<file path="src/rtl/ti170_pkg.sv">
// Shared TI170 types and constants for the memory-port arbiter and its helpers.
package ti170_pkg;

  typedef enum logic [1:0] {
    IDLE   = 2'd0,
    ACCESS = 2'd1,
    RESP   = 2'd2
  } arb_state_t;

  localparam int N_REQ     = 3;
  localparam int REQ_FETCH = 0;
  localparam int REQ_STORE = 1;
  localparam int REQ_LOAD  = 2;

  // One-hot vector for a requester index.
  function automatic logic [N_REQ-1:0] onehot3(input logic [1:0] id);
    return 3'b001 << id;
  endfunction

endpackage

</file>
<file path="src/rtl/mem_port_arbiter_rr_pick3.sv">
// Combinational round-robin picker for three requesters. The search starts at
// (last + 1) mod 3; winner is only meaningful while valid is high.
module rr_pick3 (
  input  logic [2:0] eligible,
  input  logic [1:0] last,
  output logic [1:0] winner,
  output logic       valid
);

  // Rotate priority so the most recent winner is served last.
  always_comb begin
    valid  = |eligible;
    winner = 2'd0;
    case (last)
      2'd0:    winner = eligible[1] ? 2'd1 : (eligible[2] ? 2'd2 : 2'd0);
      2'd1:    winner = eligible[2] ? 2'd2 : (eligible[0] ? 2'd0 : 2'd1);
      default: winner = eligible[0] ? 2'd0 : (eligible[1] ? 2'd1 : 2'd2);
    endcase
  end

endmodule

</file>
<file path="src/rtl/mem_port_arbiter.sv">
// Single-port memory arbiter for the TI170 core: fetch, store and loader share
// one synchronous memory, with round-robin grant and an optional burst lock.
//
// Handshake: a requester raises req[i] with addr/we/wdata stable and holds all
// of them until done[i] pulses for one cycle; a req still high in the cycle
// after done is a new transaction. rdata is valid only while done[i] is high.
module mem_port_arbiter
  import ti170_pkg::*;
#(
  parameter int AW = 8,
  parameter int DW = 8
) (
  input  logic                clock,
  input  logic                reset,
  input  logic [N_REQ-1:0]    req,
  input  logic [N_REQ-1:0]    we,
  input  logic [N_REQ-1:0]    lock,
  input  logic [N_REQ*AW-1:0] addr,
  input  logic [N_REQ*DW-1:0] wdata,
  output logic [N_REQ-1:0]    done,
  output logic [DW-1:0]       rdata,
  output logic [1:0]          gnt_id,
  output logic                busy,
  output logic                mem_en,
  output logic                mem_we,
  output logic [AW-1:0]       mem_addr,
  output logic [DW-1:0]       mem_wdata,
  input  logic [DW-1:0]       mem_rdata,
  output arb_state_t          dbg_state
);

  arb_state_t        state_q, state_d;
  logic              owner_vld_q;
  logic [1:0]        owner_id_q;
  logic [1:0]        last_q;
  logic [1:0]        gnt_q;
  logic              cur_we_q;
  logic [N_REQ-1:0]  done_q;
  logic              mem_en_q, mem_we_q;
  logic [AW-1:0]     mem_addr_q;
  logic [DW-1:0]     mem_wdata_q;

  logic              owner_hold;
  logic [N_REQ-1:0]  eligible;
  logic [1:0]        pick_id;
  logic              pick_vld;
  logic              sel_we;
  logic [AW-1:0]     sel_addr;
  logic [DW-1:0]     sel_wdata;

  // An owner keeps exclusivity only while its lock is still asserted.
  assign owner_hold = owner_vld_q & lock[owner_id_q];
  assign eligible   = owner_hold ? (req & onehot3(owner_id_q)) : req;

  rr_pick3 u_pick (
    .eligible (eligible),
    .last     (last_q),
    .winner   (pick_id),
    .valid    (pick_vld)
  );

  // Route the candidate winner's transaction fields to the capture registers.
  always_comb begin
    sel_we    = we[0];
    sel_addr  = addr[AW-1:0];
    sel_wdata = wdata[DW-1:0];
    case (pick_id)
      2'd1: begin
        sel_we    = we[1];
        sel_addr  = addr[AW +: AW];
        sel_wdata = wdata[DW +: DW];
      end
      2'd2: begin
        sel_we    = we[2];
        sel_addr  = addr[2*AW +: AW];
        sel_wdata = wdata[2*DW +: DW];
      end
      default: ;
    endcase
  end

  // Next-state logic: one grant, one memory cycle, one response cycle.
  always_comb begin
    state_d = state_q;
    case (state_q)
      IDLE:    if (pick_vld) state_d = ACCESS;
      ACCESS:  state_d = RESP;
      RESP:    state_d = IDLE;
      default: state_d = IDLE;
    endcase
  end

  // State register.
  always_ff @(posedge clock or posedge reset) begin
    if (reset) state_q <= IDLE;
    else       state_q <= state_d;
  end

  // Grant capture, memory strobes, completion pulse and lock ownership.
  always_ff @(posedge clock or posedge reset) begin
    if (reset) begin
      owner_vld_q <= 1'b0;
      owner_id_q  <= 2'd0;
      last_q      <= 2'd2;
      gnt_q       <= 2'd0;
      cur_we_q    <= 1'b0;
      done_q      <= '0;
      mem_en_q    <= 1'b0;
      mem_we_q    <= 1'b0;
      mem_addr_q  <= '0;
      mem_wdata_q <= '0;
    end else begin
      case (state_q)
        IDLE: begin
          if (owner_vld_q && !lock[owner_id_q]) owner_vld_q <= 1'b0;
          if (pick_vld) begin
            gnt_q       <= pick_id;
            last_q      <= pick_id;
            cur_we_q    <= sel_we;
            mem_en_q    <= 1'b1;
            mem_we_q    <= sel_we;
            mem_addr_q  <= sel_addr;
            mem_wdata_q <= sel_wdata;
          end
        end
        ACCESS: begin
          mem_en_q <= 1'b0;
          mem_we_q <= 1'b0;
          done_q   <= onehot3(gnt_q);
        end
        RESP: begin
          done_q      <= '0;
          owner_vld_q <= lock[gnt_q];
          owner_id_q  <= gnt_q;
        end
        default: ;
      endcase
    end
  end

  assign done      = done_q;
  assign gnt_id    = gnt_q;
  assign busy      = (state_q != IDLE);
  assign mem_en    = mem_en_q;
  assign mem_we    = mem_we_q;
  assign mem_addr  = mem_addr_q;
  assign mem_wdata = mem_wdata_q;
  // Memory data arrives in the response cycle; writes return zero.
  assign rdata     = (state_q == RESP && !cur_we_q) ? mem_rdata : '0;
  assign dbg_state = state_q;

endmodule

</file>
<file path="config.mk">
export PLATFORM = sky130hd
export DESIGN_NAME = mem_port_arbiter
export DESIGN_NICKNAME = d
export VERILOG_FILES = /design/src/rtl/ti170_pkg.sv /design/src/rtl/mem_port_arbiter_rr_pick3.sv /design/src/rtl/mem_port_arbiter.sv
export SDC_FILE = /design/constraint.sdc
export NUM_CORES = 1
export LEC_CHECK = 0
export ABC_AREA = 1
export ABC_CLOCK_PERIOD_IN_PS = 5600
export CAP_MARGIN = 20
export CORE_MARGIN = 3
export CORE_UTILIZATION = 43
export DETAILED_ROUTE_END_ITERATION = 8
export HOLD_SLACK_MARGIN = 0.02
export PLACE_DENSITY = 0.82
export REMOVE_ABC_BUFFERS = 1
export SYNTH_ARGS = -nofsm -noshare
export SYNTH_HDL_FRONTEND = slang
export SYNTH_SLANG_ARGS = --single-unit
</file>
<file path="constraint.sdc">
create_clock -name clock -period 5.6 [get_ports clock]
set_input_delay 0.84 -clock clock [delete_from_list [all_inputs] [get_ports clock]]
set_output_delay 0.84 -clock clock [all_outputs]
set_load 0.01 [all_outputs]
</file>
# Word level (Yosys, flattened, before mapping)
# Cells that the tools add are included.
# totals
register_bits,31
inputBits,67
out_inout_bits,34
word_cells,63
# classes
order_cmp,2
eq_ne,7
n_shift,2
muxes,25
n_bitwise,2
n_reduce_logical,14
# op_table
cell,n
one-hot mux 8 bit (2 select lines),2
2-to-1 mux 2 bit,6
2-to-1 mux 8 bit,1
one-hot mux 1 bit (2 select lines),4
one-hot mux 2 bit (2 select lines),2
nonzero test 2 bit,4
"equality test 2 x 1 -> 1 bit, second input constant",3
"less-than comparator 2 x 3 -> 1 bit, second input constant",2
2-to-1 mux 1 bit,6
one-hot mux 3 bit (2 select lines),1
AND reduction 2 bit,3
"left shift 1 x 2 -> 3 bit, first input constant",2
binary-select mux 1 bit (select 2 bit),2
"equality test 2 bit, second input constant",2
zero test 2 bit,2
"inequality test 2 bit, second input constant",2
AND 3 bit,1
2-to-1 mux 3 bit,1
OR reduction 3 bit,1
logical AND 1 bit,2
zero test 1 bit,2
AND 1 bit,1

# Logic depth before layout (Yosys ltp)
# Gate-level depths: netlist of run 1.
# depth
ltp_word,11
mapped_depth,16
mapped_depth_nobuf,15

# Modules after synthesis
# A second synthesis of run 1 with hierarchy kept.
# unflattened
hier_cells,264
hier_area_um2,1878.1
# by_module_without_submodules
module,instances,cells_each,area_each_um2,seq_area_each_um2
mem_port_arbiter,1,248,1811.7,752.0
rr_pick3,1,16,66.3,0.0

# Worst setup path after synthesis of run 1
# Ideal clock, no wire load.
# synth_timing
path_type,input to register
start,input port lock[2]
end,register mem_addr_q[4] (netlist: mem_addr[4])
setup_time_ps,122
t_arrival_ps,2524
required_time_ps,5478
path_slack_ps,2954
cell_stages,12
path_buffers,2
cell_sequence,nand3_1 -> nand3_2 -> nand3_1 -> nand2_2 -> nand3_1 -> nand3_1 -> inv_1 -> ha_1 -> buf_2 -> buf_2 -> mux2i_1 -> o21ai_2
# synth_between
elab_chain_len,9
word_cells_on_any_way,16
cone_classes,eq/ne: 2; mux: 11; bitwise: 1; reduce/logical: 2
# synth_rtl
item,line,rtl
start: declaration,mem_port_arbiter.sv:17,"input logic [N_REQ-1:0] lock,"
binary-select mux 1 bit (select 2 bit) *,mem_port_arbiter.sv:52,assign owner_hold = owner_vld_q & lock[owner_id_q];
2-to-1 mux 1 bit (implied by the code) *,mem_port_arbiter.sv:52,
AND 1 bit *,mem_port_arbiter.sv:52,
2-to-1 mux 3 bit *,mem_port_arbiter.sv:53,assign eligible = owner_hold ? (req & onehot3(owner_id_q)) : req;
2-to-1 mux 2 bit / 2-to-1 mux 1 bit (equally long branches),"mem_port_arbiter_rr_pick3.sv:17, mem_port_arbiter_rr_pick3.sv:16",
2-to-1 mux 2 bit (on tied branches),"mem_port_arbiter_rr_pick3.sv:17, mem_port_arbiter_rr_pick3.sv:16",
one-hot mux 2 bit (2 select lines) *,mem_port_arbiter_rr_pick3.sv:14,case (last)
named net pick_id[0],mem_port_arbiter.sv:45,logic [1:0] pick_id;
equality test 2 bit / equality test 2 x 1 -> 1 bit (equally long branches),mem_port_arbiter.sv:67,case (pick_id)
one-hot mux 8 bit (2 select lines) *,mem_port_arbiter.sv:67,
end signal: assignment,mem_port_arbiter.sv:122,mem_addr_q <= sel_addr;
end: declaration,mem_port_arbiter.sv:40,logic [AW-1:0] mem_addr_q;
# The timed path passes the listed nets; every way through them passes the cells marked *. The select of a mux whose other input is x is not followed.
# A chain may end at the register's enable or synchronous reset.

# Final worst setup path of run 1
# layout_timing
start,input port lock[2]
end,register mem_we_q (netlist: mem_we)
# layout_between
elab_chain_len,11
word_cells_on_any_way,19
cone_classes,eq/ne: 3; mux: 13; bitwise: 1; reduce/logical: 2
# layout_rtl
item,line,rtl
binary-select mux 1 bit (select 2 bit) *,mem_port_arbiter.sv:52,
2-to-1 mux 1 bit (implied by the code) *,mem_port_arbiter.sv:52,
AND 1 bit *,mem_port_arbiter.sv:52,
2-to-1 mux 3 bit *,mem_port_arbiter.sv:53,
2-to-1 mux 2 bit / 2-to-1 mux 1 bit (equally long branches),"mem_port_arbiter_rr_pick3.sv:17, mem_port_arbiter_rr_pick3.sv:16",
2-to-1 mux 2 bit (on tied branches),"mem_port_arbiter_rr_pick3.sv:17, mem_port_arbiter_rr_pick3.sv:16",
one-hot mux 2 bit (2 select lines) *,mem_port_arbiter_rr_pick3.sv:14,
named net pick_id[0],mem_port_arbiter.sv:45,
equality test 2 bit / equality test 2 x 1 -> 1 bit (equally long branches),mem_port_arbiter.sv:67,
one-hot mux 1 bit (2 select lines) *,mem_port_arbiter.sv:67,
2-to-1 mux 1 bit *,mem_port_arbiter.sv:116,if (pick_vld) begin
one-hot mux 1 bit (2 select lines) *,mem_port_arbiter.sv:113,case (state_q)
end signal: assignment,mem_port_arbiter.sv:121,mem_we_q <= sel_we;
end: declaration,mem_port_arbiter.sv:39,"logic mem_en_q, mem_we_q;"
# Marked as above.

==> results of run 1 <==
## state kept, by name, summed over array words and instances, names as in the netlist
register / cells
mem_en: 1
owner_id_q: 2
mem_wdata: 8
dbg_state: 2
owner_vld_q: 1
gnt_id: 1
done: 3
cur_we_q: 1
last_q: 2
mem_addr: 8
mem_we: 1
## layer usage
metal / global-route usage [%] / wire, um / share of wire (%)
met1: 20.7 / 1920 / 39
met2: 33.0 / 2270 / 46
met3: 11.4 / 700 / 14
met4: 5.53 / 57 / 1.2
met5: 0 / 0 / 0
## tightest hold or removal path, delay by kind of cell, from the launching register on
family	cells	cell delay, ns
flops	1	0.34
simple gates	1	0.06
compound gates	1	0.05
## cell type report
cell class,count,area [sq um],share of cell area [%]
flip-flops and latches,30,752,24.9
inverters,28,105,3.48
clock buffers,5,68.8,2.28
multi-input cells,151,986,32.6
clock inverters,3,40.0,1.32
repair buffers,101,1010,33.4
well taps,50,62.6,2.07
## cells in the mapped netlist
library cell / count
buf_12: 1
inv_1: 28
dfrtp_1: 29
nor2_1: 12
nand2_1: 43
o32ai_1: 3
nand4_1: 2
mux2i_1: 16
nand2_2: 3
nand3_4: 1
o211ai_1: 1
nand2_4: 1
clkbuf_1: 5
buf_6: 3
ha_1: 6
buf_2: 2
a22o_1: 17
o21ai_2: 16
nand3_2: 2
nand3_1: 18
o21ai_1: 2
or2_2: 1
dfstp_2: 1
buf_4: 1
o21ai_0: 7
## worst paths after layout
path                                     from           to  slack, ns  cells past startpoint
max in group asynchronous               reset    last_q[1]       4.35                      3
worst max register to register  owner_id_q[0]       mem_we       2.90                     12
worst max-delay path                  lock[2]       mem_we       2.40                     12
min in group asynchronous               reset  mem_addr[7]       0.92                      3
worst min register to register    mem_addr[4]  mem_addr[4]       0.48                      2
worst min-delay path              mem_addr[4]  mem_addr[4]       0.48                      2
## per-stage QoR
step | power (mW) | utilization [%]
floorplan | 0.954 | -
global placement | 1.30 | 69.8
detailed placement | 1.31 | 69.8
CTS | 1.53 | 72.4
global route | 1.64 | 72.4
finish | 1.51 | 72.4
## power groups by stage
| stage | logic (mW) | clock network, mW | registers (mW) |
|---|---|---|---|
| 6_report | 0.908 | 0.213 | 0.386 |
| 5_1_grt | 1.01 | 0.230 | 0.399 |
| 4_1_cts | 0.926 | 0.218 | 0.387 |
| 3_5_place_dp | 0.923 | 0 | 0.389 |
| 3_3_place_gp | 0.908 | 0 | 0.387 |
| 2_1_floorplan | 0.540 | 0 | 0.413 |
## cells by family after synthesis
logic type,after synthesis,share of synthesized area (%)
AO/OA/AOI/OAI,46,19.0
adder cells (fa/ha/maj),6,3.88
buffers and inverters,40,10.1
flip-flops,30,38.9
multiplexers,16,8.28
AND/OR/NAND/NOR,83,19.8
==> metrics.txt, run 1 <==
status=finished clean; cell area after layout=3020 sq um; PwrDens=499 nW/um^2; post-synth top area cell=dfrtp_1; Die X=73.1 um; Critical Path, Cell by Cell=clkdlybuf4s50_1 -> nand3_1 -> nand3_2 -> nand3_1 -> nand2_2 -> nand3_1 -> nand3_1 -> inv_1 -> ha_1 -> o21ai_0 -> nand4_1 -> nand2_1; most used cell, CP=nand3_1; setup ws final=2.40 ns; Sequential Power Share=25.6%; commonest non-fill, non-tap cells in the layout=clkdlybuf4s50_1, nand2_1, dfrtp_1, inv_1, nand3_1; cell family with most CP delay=simple AND/OR/NAND/NOR gates; Final Skew=0.00732 ns; fin nets=390; Setup Crit Path Kind=in2reg; mapped cell area=1930 sq um; # rows=23; Worst IR Drop VDD=245 uV; placed cell count=360; Initial Util=46.3%; Slew Limit Fails=0; synth warn=0; post-CTS sizing=0; Lkg Pwr=1.40 nW; CP max FO=18; relative slew slack=42.4%; Synth top area share=37.5%; FILL cells=341; #FFs+latches synth=30; largest net degree at the start of global routing=42; Antenna Cells=0; Clk Latency, worst-skew pair=0.29 ns; vias post-DR=1850; final hold violations=0; initial antenna violation count=0; CTS Hold Bufs=0; die area=5340 sq um; worst slew pin tran=0.864 ns; Routed WL per cell=13.4 um; Fin Hold WS=0.484 ns; fin crit period=3.20 ns; Worst EP required=5.77 ns; RSZ-0062 raised after global routing=no; Port Buffers=100; routed wire length=4940 um; Int Pwr=0.887 mW; IO Count=101; crit path DAT=3.37 ns; fin cells=368; Syn Inst Count=221; vias in the first global route=1875; worst stage delay on the critical path=0.85 ns; clk sink count=30; max cap viols=0; TritonCTS clock tree=done; Area after DPL=2910 sq um; H-tree Lvls=2; Clock power frac=14.1%; Avg Inst Size Synth=8.75 sq um; via/cell ratio=5.03; CTS buffer count=5; setup_tns=0 ns; Netlist cell types=25; max frequency=313 MHz; sequential area share after synthesis=38.9%; global route total overflow=0; HP Class=reg2reg; gr usage total=19.6%; root buf cell=clkbuf_8; first-pass GRT wire length=7980 um; Worst setup EP type=flop; postcts setup bufs=0; top cells by area, synth=dfrtp_1, nand2_1, mux2i_1; fraction of layout cells with a size suffix above 1=10.7%; DRC=0; Pre-Repair DR Iteration Count=4; Slowest-stage cell, CP=ha_1; Die Height=73.1 um; Switching Share=41.2%; Net Switching=0.621 mW; WP buf/inv=2; Period Utilization, post-route=57.1%; setup slack at placement=2.08 ns; Layout area overhead=56.4%; combinational power share=60.2%; CTS clk-pin slew, worst paths=0.06 ns; post-DP HPWL=3900 um; GP Congestion=0.843; core area=4170 sq um; final setup fails=0; clk buf depth=2; number of nets with antenna violations after detailed routing=0; CP startpoint kind=primary input; Starting DRT DRC Count=86; commonest non-fill, non-tap cell in the layout=clkdlybuf4s50_1
(Power assumes the default switching activity.)
==> run 2: changes to the inputs <==
--- a/config.mk
+++ b/config.mk
@@ -6,13 +6,13 @@
 export NUM_CORES = 1
 export LEC_CHECK = 0
 export ABC_AREA = 1
-export ABC_CLOCK_PERIOD_IN_PS = 5600
+export ABC_CLOCK_PERIOD_IN_PS = 2890
 export CAP_MARGIN = 20
 export CORE_MARGIN = 3
-export CORE_UTILIZATION = 43
+export CORE_UTILIZATION = 36
 export DETAILED_ROUTE_END_ITERATION = 8
 export HOLD_SLACK_MARGIN = 0.02
-export PLACE_DENSITY = 0.82
+export PLACE_DENSITY = 0.73
 export REMOVE_ABC_BUFFERS = 1
 export SYNTH_ARGS = -nofsm -noshare
 export SYNTH_HDL_FRONTEND = slang
==> constraint.sdc (replaced) <==
create_clock -name clock -period 2.89 [get_ports clock]
set_input_delay 0.4335 -clock clock [delete_from_list [all_inputs] [get_ports clock]]
set_output_delay 0.4335 -clock clock [all_outputs]
set_load 0.01 [all_outputs]
==> run 2 against run 1 <==
  * Non-clock buffer count grew 4
  * Core utilization shrank 13 points
  * Via count grew 0.97%
  * Critical path depth shrank 6
  * Largest cell class unchanged
  * Power grew 97%
  * Clock power grew 91%
==> metrics.txt, run 2 (synthesis gave the netlist of run 1 again) <==
Worst IR Drop VDD=409 uV; PwrDens=964 nW/um^2; postcts setup bufs=0; Clk Latency, worst-skew pair=0.28 ns; first-pass GRT wire length=8090 um; commonest non-fill, non-tap cells in the layout=clkdlybuf4s50_1, nand2_1, dfrtp_1, inv_1, nand3_1; CTS clk-pin slew, worst paths=0.06 ns; via/cell ratio=4.77; Critical Path, Cell by Cell=inv_1 -> ha_1 -> inv_1 -> or2_2 -> nor2_1 -> clkdlybuf4s50_1; DRC=0; CTS buffer count=5; relative slew slack=67.7%; root buf cell=clkbuf_8; Util after Layout=59.8%; fin nets=394; Slowest-stage cell, CP=clkdlybuf4s50_1; commonest non-fill, non-tap cell in the layout=clkdlybuf4s50_1; fraction of layout cells with a size suffix above 1=11.2%; Pre-Repair DR Iteration Count=4; clk buf depth=2; initial antenna violation count=0; vias post-DR=1868; global route total overflow=0; final setup fails=0; H-tree Lvls=2; fin crit period=2.64 ns; # rows=26; largest net degree at the start of global routing=42; post-DP HPWL=3990 um; status=finished clean; number of nets with antenna violations after detailed routing=0; Port Buffers=100; HP Class=reg2reg; worst slew pin tran=0.485 ns; setup_tns=0 ns; IO Count=101; post-CTS sizing=0; Starting DRT DRC Count=37; CTS Hold Bufs=0; Worst EP required=2.46 ns; Worst setup EP type=primary output; CP startpoint kind=flop; TritonCTS clock tree=done; Final Skew=0.00661 ns; Routed WL per cell=12.8 um; Die Height=79.3 um; crit path DAT=2.21 ns; RSZ-0062 raised after global routing=no; gr usage total=16.5%; routed wire length=5030 um; Setup Crit Path Kind=reg2out; final hold violations=0; vias in the first global route=1754; Initial Util=37.6%; max cap viols=0; Layout area overhead=59.1%; Period Utilization, post-route=91.3%; Antenna Cells=0; clk sink count=30; Lkg Pwr=1.42 nW; max frequency=379 MHz; CP max FO=8; core area=5140 sq um; GP Congestion=0.848; worst stage delay on the critical path=0.56 ns; Die X=79.3 um; die area=6290 sq um; most used cell, CP=inv_1; Slew Limit Fails=0
run 2: area by class of cell:
cell class / instances / area [sq um]
Clock inverter: 1 / 30.0
Inverter: 28 / 105
Sequential cell: 30 / 752
Tap cell: 70 / 87.6
Clock buffer: 7 / 76.3
Fill cell: 515 / 2060
Multi-Input combinational cell: 151 / 986
Timing Repair Buffer: 105 / 1040
run 2: path summary, 6_finish.rpt:
kind                       slack (ns)            to          start  cells after the start
max                              0.25      rdata[0]   dbg_state[0]                      6
min reg2reg                      0.48      cur_we_q       cur_we_q                      2
max in group asynchronous        2.04     last_q[1]          reset                      3
min in group asynchronous        0.52        mem_en          reset                      3
max reg2reg                      0.58  mem_wdata[5]  owner_id_q[1]                     13
min                              0.48      cur_we_q       cur_we_q                      2
run 2: metal layers:
metal	GRT usage, %	share of wire, %	vias up
li1	-	-	941
met1	20.0	40	838
met2	25.8	47	83
met3	8.50	12	6
met4	4.12	1.1	0
met5	0	0	-
run 2: power by group:
part           internal [mW]  switching, mW  leakage (nW)
sequential             0.613          0.131         0.380
combinational          0.881          0.933         0.986
clock                  0.258          0.149        0.0524
run 2: worst max-delay path: cells and delay by family (launching register included):
family	cells	cell delay, ns
adders and majority gates	1	0.27
and+or+nand+nor	2	0.48
DFF	1	0.41
buffers and inverters	3	0.77
run 2: metrics by stage:
stage	instances	cell area (sq um)	hold slack [ns]	total power, mW	setup WS [ns]
5_1_grt	392	3080	0.504	3.22	0.0992
4_1_cts	392	3080	0.481	3.01	0.237
3_5_place_dp	384	2970	0.464	2.59	0.162
3_3_place_gp	384	2970	0.457	2.55	0.215
6_report	392	3080	0.480	2.97	0.250
2_1_floorplan	209	1840	0.442	1.85	0.530
